File: src/rtl/alu_pipe_hs.sv
// alu_pipe_hs: valid/ready execute ALU with a registered result and flag stage.
// CLO/CLZ resolve through an iterative leading-bit scan; every other funct completes on accept.
module alu_pipe_hs #(
   parameter int WIDTH = 32,
   parameter int SHW   = $clog2(WIDTH),
   parameter int TAG_W = 4
) (
   input  logic             clk,
   input  logic             reset_n,
   input  logic             flush,
   input  logic             in_valid,
   output logic             in_ready,
   input  logic [5:0]       op,
   input  logic [WIDTH-1:0] a,
   input  logic [WIDTH-1:0] b,
   input  logic [SHW-1:0]   shamt,
   input  logic [TAG_W-1:0] in_tag,
   output logic             out_valid,
   input  logic             out_ready,
   output logic [WIDTH-1:0] result,
   output logic             wr_en,
   output logic [TAG_W-1:0] out_tag,
   output logic             zero_f,
   output logic             neg_f,
   output logic             carry_f,
   output logic             ovf_f,
   output logic             illegal_f
);

   // state | meaning
   // IDLE  | accepting ops; single-cycle ops load the output register on the accept edge
   // COUNT | scanning sh from the MSB for the first bit that ends a CLO/CLZ run

   localparam logic [5:0] OP_SLL  = 6'b000000;
   localparam logic [5:0] OP_SRL  = 6'b000010;
   localparam logic [5:0] OP_SRA  = 6'b000011;
   localparam logic [5:0] OP_SLLV = 6'b000100;
   localparam logic [5:0] OP_SRLV = 6'b000110;
   localparam logic [5:0] OP_SRAV = 6'b000111;
   localparam logic [5:0] OP_MOVZ = 6'b001010;
   localparam logic [5:0] OP_MOVN = 6'b001011;
   localparam logic [5:0] OP_CLO  = 6'b011100;
   localparam logic [5:0] OP_CLZ  = 6'b011101;
   localparam logic [5:0] OP_ADD  = 6'b100000;
   localparam logic [5:0] OP_ADDU = 6'b100001;
   localparam logic [5:0] OP_SUB  = 6'b100010;
   localparam logic [5:0] OP_SUBU = 6'b100011;
   localparam logic [5:0] OP_AND  = 6'b100100;
   localparam logic [5:0] OP_OR   = 6'b100101;
   localparam logic [5:0] OP_XOR  = 6'b100110;
   localparam logic [5:0] OP_NOR  = 6'b100111;
   localparam logic [5:0] OP_SLT  = 6'b101010;
   localparam logic [5:0] OP_SLTU = 6'b101011;

   typedef enum logic {
      IDLE  = 1'b0,
      COUNT = 1'b1
   } aluStateT;

   aluStateT         state;
   aluStateT         stateNext;
   logic [WIDTH-1:0] shReg;
   logic [SHW:0]     cntReg;

   logic             outValidQ;
   logic [WIDTH-1:0] resultQ;
   logic             wrEnQ;
   logic [TAG_W-1:0] tagQ;
   logic             zeroQ;
   logic             negQ;
   logic             carryQ;
   logic             ovfQ;
   logic             illegalQ;

   logic             inReadyInt;
   logic             accept;
   logic             pop;
   logic             isCountOp;
   logic             countDone;
   logic             countFinish;

   logic [WIDTH:0]   sumExt;
   logic [WIDTH:0]   diffExt;
   logic [WIDTH-1:0] exRes;
   logic             exWr;
   logic             exCarry;
   logic             exOvf;
   logic             exIll;
   logic [WIDTH-1:0] countRes;

   assign inReadyInt = reset_n & (state == IDLE) & (~outValidQ | out_ready) & ~flush;
   assign accept     = in_valid & inReadyInt;
   assign pop        = outValidQ & out_ready;
   assign isCountOp  = (op == OP_CLO) | (op == OP_CLZ);

   // The extra top bit of the unsigned difference is the borrow (a < b).
   assign sumExt  = {1'b0, a} + {1'b0, b};
   assign diffExt = {1'b0, a} - {1'b0, b};

   always_comb begin
      exRes   = '0;
      exWr    = 1'b1;
      exCarry = 1'b0;
      exOvf   = 1'b0;
      exIll   = 1'b0;
      case (op)
         OP_ADD: begin
            exRes   = sumExt[WIDTH-1:0];
            exCarry = sumExt[WIDTH];
            exOvf   = (a[WIDTH-1] == b[WIDTH-1]) & (sumExt[WIDTH-1] != a[WIDTH-1]);
         end
         OP_ADDU: begin
            exRes   = sumExt[WIDTH-1:0];
            exCarry = sumExt[WIDTH];
         end
         OP_SUB: begin
            exRes   = diffExt[WIDTH-1:0];
            exCarry = diffExt[WIDTH];
            exOvf   = (a[WIDTH-1] != b[WIDTH-1]) & (diffExt[WIDTH-1] != a[WIDTH-1]);
         end
         OP_SUBU: begin
            exRes   = diffExt[WIDTH-1:0];
            exCarry = diffExt[WIDTH];
         end
         OP_AND:  exRes = a & b;
         OP_OR:   exRes = a | b;
         OP_XOR:  exRes = a ^ b;
         OP_NOR:  exRes = ~(a | b);
         OP_SLT:  exRes = WIDTH'($signed(a) < $signed(b));
         OP_SLTU: exRes = WIDTH'(a < b);
         OP_SLL:  exRes = b << shamt;
         OP_SRL:  exRes = b >> shamt;
         OP_SRA:  exRes = $unsigned($signed(b) >>> shamt);
         OP_SLLV: exRes = b << a[SHW-1:0];
         OP_SRLV: exRes = b >> a[SHW-1:0];
         OP_SRAV: exRes = $unsigned($signed(b) >>> a[SHW-1:0]);
         OP_MOVZ: begin
            exRes = a;
            exWr  = (b == '0);
         end
         OP_MOVN: begin
            exRes = a;
            exWr  = (b != '0);
         end
         OP_CLO, OP_CLZ: exRes = '0;
         default: begin
            exWr  = 1'b0;
            exIll = 1'b1;
         end
      endcase
   end

   // A full-width run never sees a set MSB, so the scan stops after WIDTH cycles instead.
   assign countDone = shReg[WIDTH-1] | (cntReg == (SHW+1)'(WIDTH - 1));
   assign countRes  = shReg[WIDTH-1] ? WIDTH'(cntReg) : WIDTH'(WIDTH);

   always_comb begin
      stateNext   = state;
      countFinish = 1'b0;
      case (state)
         IDLE: begin
            if (accept && isCountOp) stateNext = COUNT;
         end
         COUNT: begin
            if (countDone) begin
               stateNext   = IDLE;
               countFinish = ~flush;
            end
         end
         default: stateNext = IDLE;
      endcase
      if (flush) stateNext = IDLE;
   end

   always_ff @(posedge clk or negedge reset_n) begin
      if (!reset_n) state <= IDLE;
      else          state <= stateNext;
   end

   always_ff @(posedge clk or negedge reset_n) begin
      if (!reset_n) begin
         shReg  <= '0;
         cntReg <= '0;
      end else if (accept && isCountOp) begin
         shReg  <= (op == OP_CLO) ? ~a : a;
         cntReg <= '0;
      end else if (state == COUNT && !countDone) begin
         shReg  <= {shReg[WIDTH-2:0], 1'b0};
         cntReg <= cntReg + (SHW+1)'(1);
      end
   end

   always_ff @(posedge clk or negedge reset_n) begin
      if (!reset_n) begin
         outValidQ <= 1'b0;
         resultQ   <= '0;
         wrEnQ     <= 1'b0;
         tagQ      <= '0;
         zeroQ     <= 1'b0;
         negQ      <= 1'b0;
         carryQ    <= 1'b0;
         ovfQ      <= 1'b0;
         illegalQ  <= 1'b0;
      end else if (flush) begin
         outValidQ <= 1'b0;
      end else if (accept) begin
         tagQ <= in_tag;
         if (isCountOp) begin
            outValidQ <= 1'b0;
         end else begin
            outValidQ <= 1'b1;
            resultQ   <= exRes;
            wrEnQ     <= exWr;
            zeroQ     <= (exRes == '0);
            negQ      <= exRes[WIDTH-1];
            carryQ    <= exCarry;
            ovfQ      <= exOvf;
            illegalQ  <= exIll;
         end
      end else if (countFinish) begin
         outValidQ <= 1'b1;
         resultQ   <= countRes;
         wrEnQ     <= 1'b1;
         zeroQ     <= (countRes == '0);
         negQ      <= countRes[WIDTH-1];
         carryQ    <= 1'b0;
         ovfQ      <= 1'b0;
         illegalQ  <= 1'b0;
      end else if (pop) begin
         outValidQ <= 1'b0;
      end
   end

   assign in_ready  = inReadyInt;
   assign out_valid = outValidQ;
   assign result    = resultQ;
   assign wr_en     = wrEnQ;
   assign out_tag   = tagQ;
   assign zero_f    = zeroQ;
   assign neg_f     = negQ;
   assign carry_f   = carryQ;
   assign ovf_f     = ovfQ;
   assign illegal_f = illegalQ;

endmodule
File: config.mk
export PLATFORM = sky130hd
export DESIGN_NAME = alu_pipe_hs
export DESIGN_NICKNAME = d
export VERILOG_FILES = /design/src/rtl/alu_pipe_hs.sv
export SDC_FILE = /design/constraint.sdc
export NUM_CORES = 1
export LEC_CHECK = 0
export BUFFER_PORTS_ARGS = -buffer_cell sky130_fd_sc_hd__buf_2
export CELL_PAD_IN_SITES_DETAIL_PLACEMENT = 1
export CELL_PAD_IN_SITES_GLOBAL_PLACEMENT = 2
export CORE_MARGIN = 10
export CORE_UTILIZATION = 28
export CTS_CLUSTER_SIZE = 30
export DETAILED_ROUTE_END_ITERATION = 10
export GPL_ROUTABILITY_DRIVEN = 1
export PLACE_DENSITY_LB_ADDON = 0.12
export SLEW_MARGIN = 20
export SYNTH_ARGS = -nofsm -noshare
export SYNTH_HDL_FRONTEND = slang
export SYNTH_SLANG_ARGS = --single-unit
File: constraint.sdc
create_clock -name clk -period 3.8 [get_ports clk]
set_clock_uncertainty 0.2 [all_clocks]
set_input_delay 0.19 -clock clk [delete_from_list [all_inputs] [get_ports clk]]
set_output_delay 0.19 -clock clk [all_outputs]
set_load 0.03 [all_outputs]
==> metrics.yaml <==
fin_nets: 3452
synth_compound_area_share_pct: 38.1
grt_pass1_vias: 25100
stdcell_area_um2: 26000
path_buf_inv: 7
placedCellCount: 3973
ios: 128
ys_ff_latch: 81
status: "complete, but fails checks"
synth_top_cells_by_area: "dfrtp_1, ha_1, a21oi_1"
synth_top_family_by_area: "compound AO/OA/AOI/OAI gates"
gp_congestion: 1.09
area_growth_pct: 59.3
synth.distinct_cells: 93
p_leak_nw: 11.9
hp-start: "a[27]"
dr.pass1.iters: 9
start_kind: "input pin"
clk_pin_slew_ns: 0.07
drc: 0
grt-ovfl-total: 0
endpoint_kind: "flop"
clock_latency_ns: 0.37
dpl_cell_area_um2: 24300
tritoncts: "done"
die_w_um: 261
setup_tns_ns: -0.134
antenna_left: 0
min_period_ns: 3.93
vias: 24700
synth-simple-area-share_pct: 22.9
post-synth-top-count-cell: "nand2_1"
wl_per_cell_um: 31.7
synth_warnings: 0
drtIter0Drc: 2474
wl_um: 128000
tightest_slew_ns: 1.02
worst_slack_ns: -0.134
fmax_mhz: 254
power_frac_seq_pct: 17.9
synth_mux_area_share_pct: 6.46
port_buffers: 127
fp.dieH_um: 261
synth_top_area_share_pct: 12.4
grt_usage_pct: 36.2
cp_slowest_cell: "ha_2"
ys_seq_area_share_pct: 12.4
cp.arrival_ns: 4.03
rsz0062_at_grt: "yes"
critical_path_required_ns: 3.90
cpLargestDelayFamily: "compound AO/OA/AOI/OAI gates"
setup_viol: 1
htreeDepth: 3
synthAdderAreaFrac_pct: 8.46
final_hold_viol_count: 0
via_per_inst: 6.13
ir_drop_uv: 232
core_area_um2: 57700
finalPower_mw: 6.15
path_cells: "buf_2 > clkinv_1 > ha_2 > o211ai_1 > o211ai_1 > buf_4 > buf_4 > nand4b_1 > a31oi_4 > buf_4 > a211oi_1 > buf_4 > nor4_1 > a21oi_1 > xnor2_1 > a211oi_1 > nand4_1 > nor4_2 > buf_4 > nand3_2 > nand3_2"
slew_headroom_pct: 31.3
p_sw_mw: 2.85
root_buffer: "clkbuf_16"
start_util_pct: 28.2
hold_ws_ns: 0.0335
grt_pass1_wl_um: 181000
power_frac_comb_pct: 64.2
syn_area_um2: 16300
yosys.area.top_type: "dfrtp_1"
power.density_nw_per_um2: 237
die_area_um2: 68300
syn_nets: 2576
cts.sinks: 81
crit_start: "b[4]"
synth_xor_area_share_pct: 3.71
hpwl_um: 107000
period_share_pct: 104
p_int_mw: 3.30
grt_max_degree: 64
synth_top_cells_by_count: "nand2_1, a21oi_1, o21ai_0"
synth_edf_count: 0
critPathKind: "input pin to flop"
crit_path_frequent_cell: "buf_4"
row_count: 88
layout.cells.non_filler: 4031
p_clk_share_pct: 17.9
hp-class: "input pin to flop"
max_stage_delay_ns: 0.45
syn_area_per_cell_um2: 6.84
violations: "negative setup slack"
synthFlopType: "dfrtp_1"
cts.path.max_buffers: 2
slew_violations: 0
timing.rr.start: "out_valid"
synthCells: 2383
worstPathMaxFanout: 7
cts_buffers: 9
synth_async_sr_flop_share_pct: 100
netSwitchingFraction_pct: 46.3
drv_cap: 0
antenna_found_initial: 1
drive_above_1_share_pct: 39.6
[state kept, by name, summed over array words and instances (netlist names), 4 cells and up]
register and count:
cntReg 6, result 32, out_tag 4, shReg 32
[final timing paths]
kind,end,slack (ns),cells past startpoint
worst min-delay path,shReg[27],0.03,4
max in group asynchronous,result[28],2.09,4
worst min register to register,result[3],0.28,2
worst max-delay path,zero_f,-0.13,21
min in group asynchronous,shReg[11],0.19,3
worst max register to register,zero_f,0.04,16
[logic make-up after synthesis]
group,count (synthesis)
buf+inv,318
fa+ha+maj,109
simple gates,801
compound gates,924
flops,81
xor+xnor,69
mux,81
[per-layer routing]
metal | vias to the layer above | track usage [%] | share of wire (%) | routed length (um)
met4 | 2 | 21.7 | 7.2 | 9170
li1 | 10700 | - | - | -
met2 | 1276 | 54.8 | 42 | 53800
met1 | 12300 | 47.3 | 42 | 53600
met5 | - | 0 | 0.013 | 17
met3 | 359 | 6.70 | 8.7 | 11000
[cells in the final DEF, fill, tap and decap left out, types with 13 or more instances in the layout]
master    Yosys  layout
mux4_2       18      18
a21oi_1     221     196
o22ai_1      17      14
a21o_1       28      28
a31oi_1      62      61
o211ai_1     43      43
nor3_1       93      82
nor2_1      179     170
a32oi_1      15      15
o21bai_1     16      16
buf_12        0      38
a22o_1       30      30
o21ai_0     185     182
a211oi_1     50      40
nand3_1      61      58
a311oi_1     15      13
nand4_1      28      28
nand2b_1     25      25
ha_1        107      99
a221o_1      16      15
nand2_1     294     289
dfrtp_1      81      81
buf_6         5      17
nor4_1       38      30
buf_2        28     120
xnor2_1      61      60
mux2i_1      50      49
a221oi_1     22      19
inv_1       106     105
buf_4         5     889
a21oi_2       3      25
a22oi_1      26      26
[cell type report]
class | instances | area [um^2]
antenna | 2 | 5.00
clock buffer | 9 | 225
clock inverter | 7 | 130
fill | 7307 | 31700
inverter | 111 | 417
multi-input combinational | 1984 | 13900
sequential | 81 | 2030
tap | 765 | 957
timing repair buffer | 1072 | 8330
[through the flow]
stage                     utilization, %  setup WS (ns)
after floorplan                        -         0.0337
after detailed placement            42.1          -1.00
after global placement              42.1          -1.04
final                               45.0         -0.134
after CTS                           44.3         -0.115
after global routing                45.0         -0.301
[worst register-to-register path: cells and delay by family, from the launching register on]
family / cells / cell delay [ns]
AOI/OAI and AO/OA: 4 / 1.08
buffers and inverters: 4 / 0.67
DFF: 1 / 0.38
and+or+nand+nor: 8 / 1.36
[repair_timing]
action,4_1_cts,5_1_grt
setup endpoints to repair,9,12
buffers inserted,28,7
gates resized for setup,145,68
endpoints found under the hold margin,23,0
pin swaps,41,30
gates cloned,2,0
hold buffers,6,0
[power by group through the flow]
stage               Sequential [mW]  Clock [mW]  Combinational, mW
global route                   1.12        1.16               4.11
floorplan                      1.22           0               1.46
detailed placement             1.12           0               3.65
finish                         1.10        1.10               3.95
global placement               1.11           0               3.60
CTS                            1.10        1.13               3.78
(Power assumes the default switching activity.)
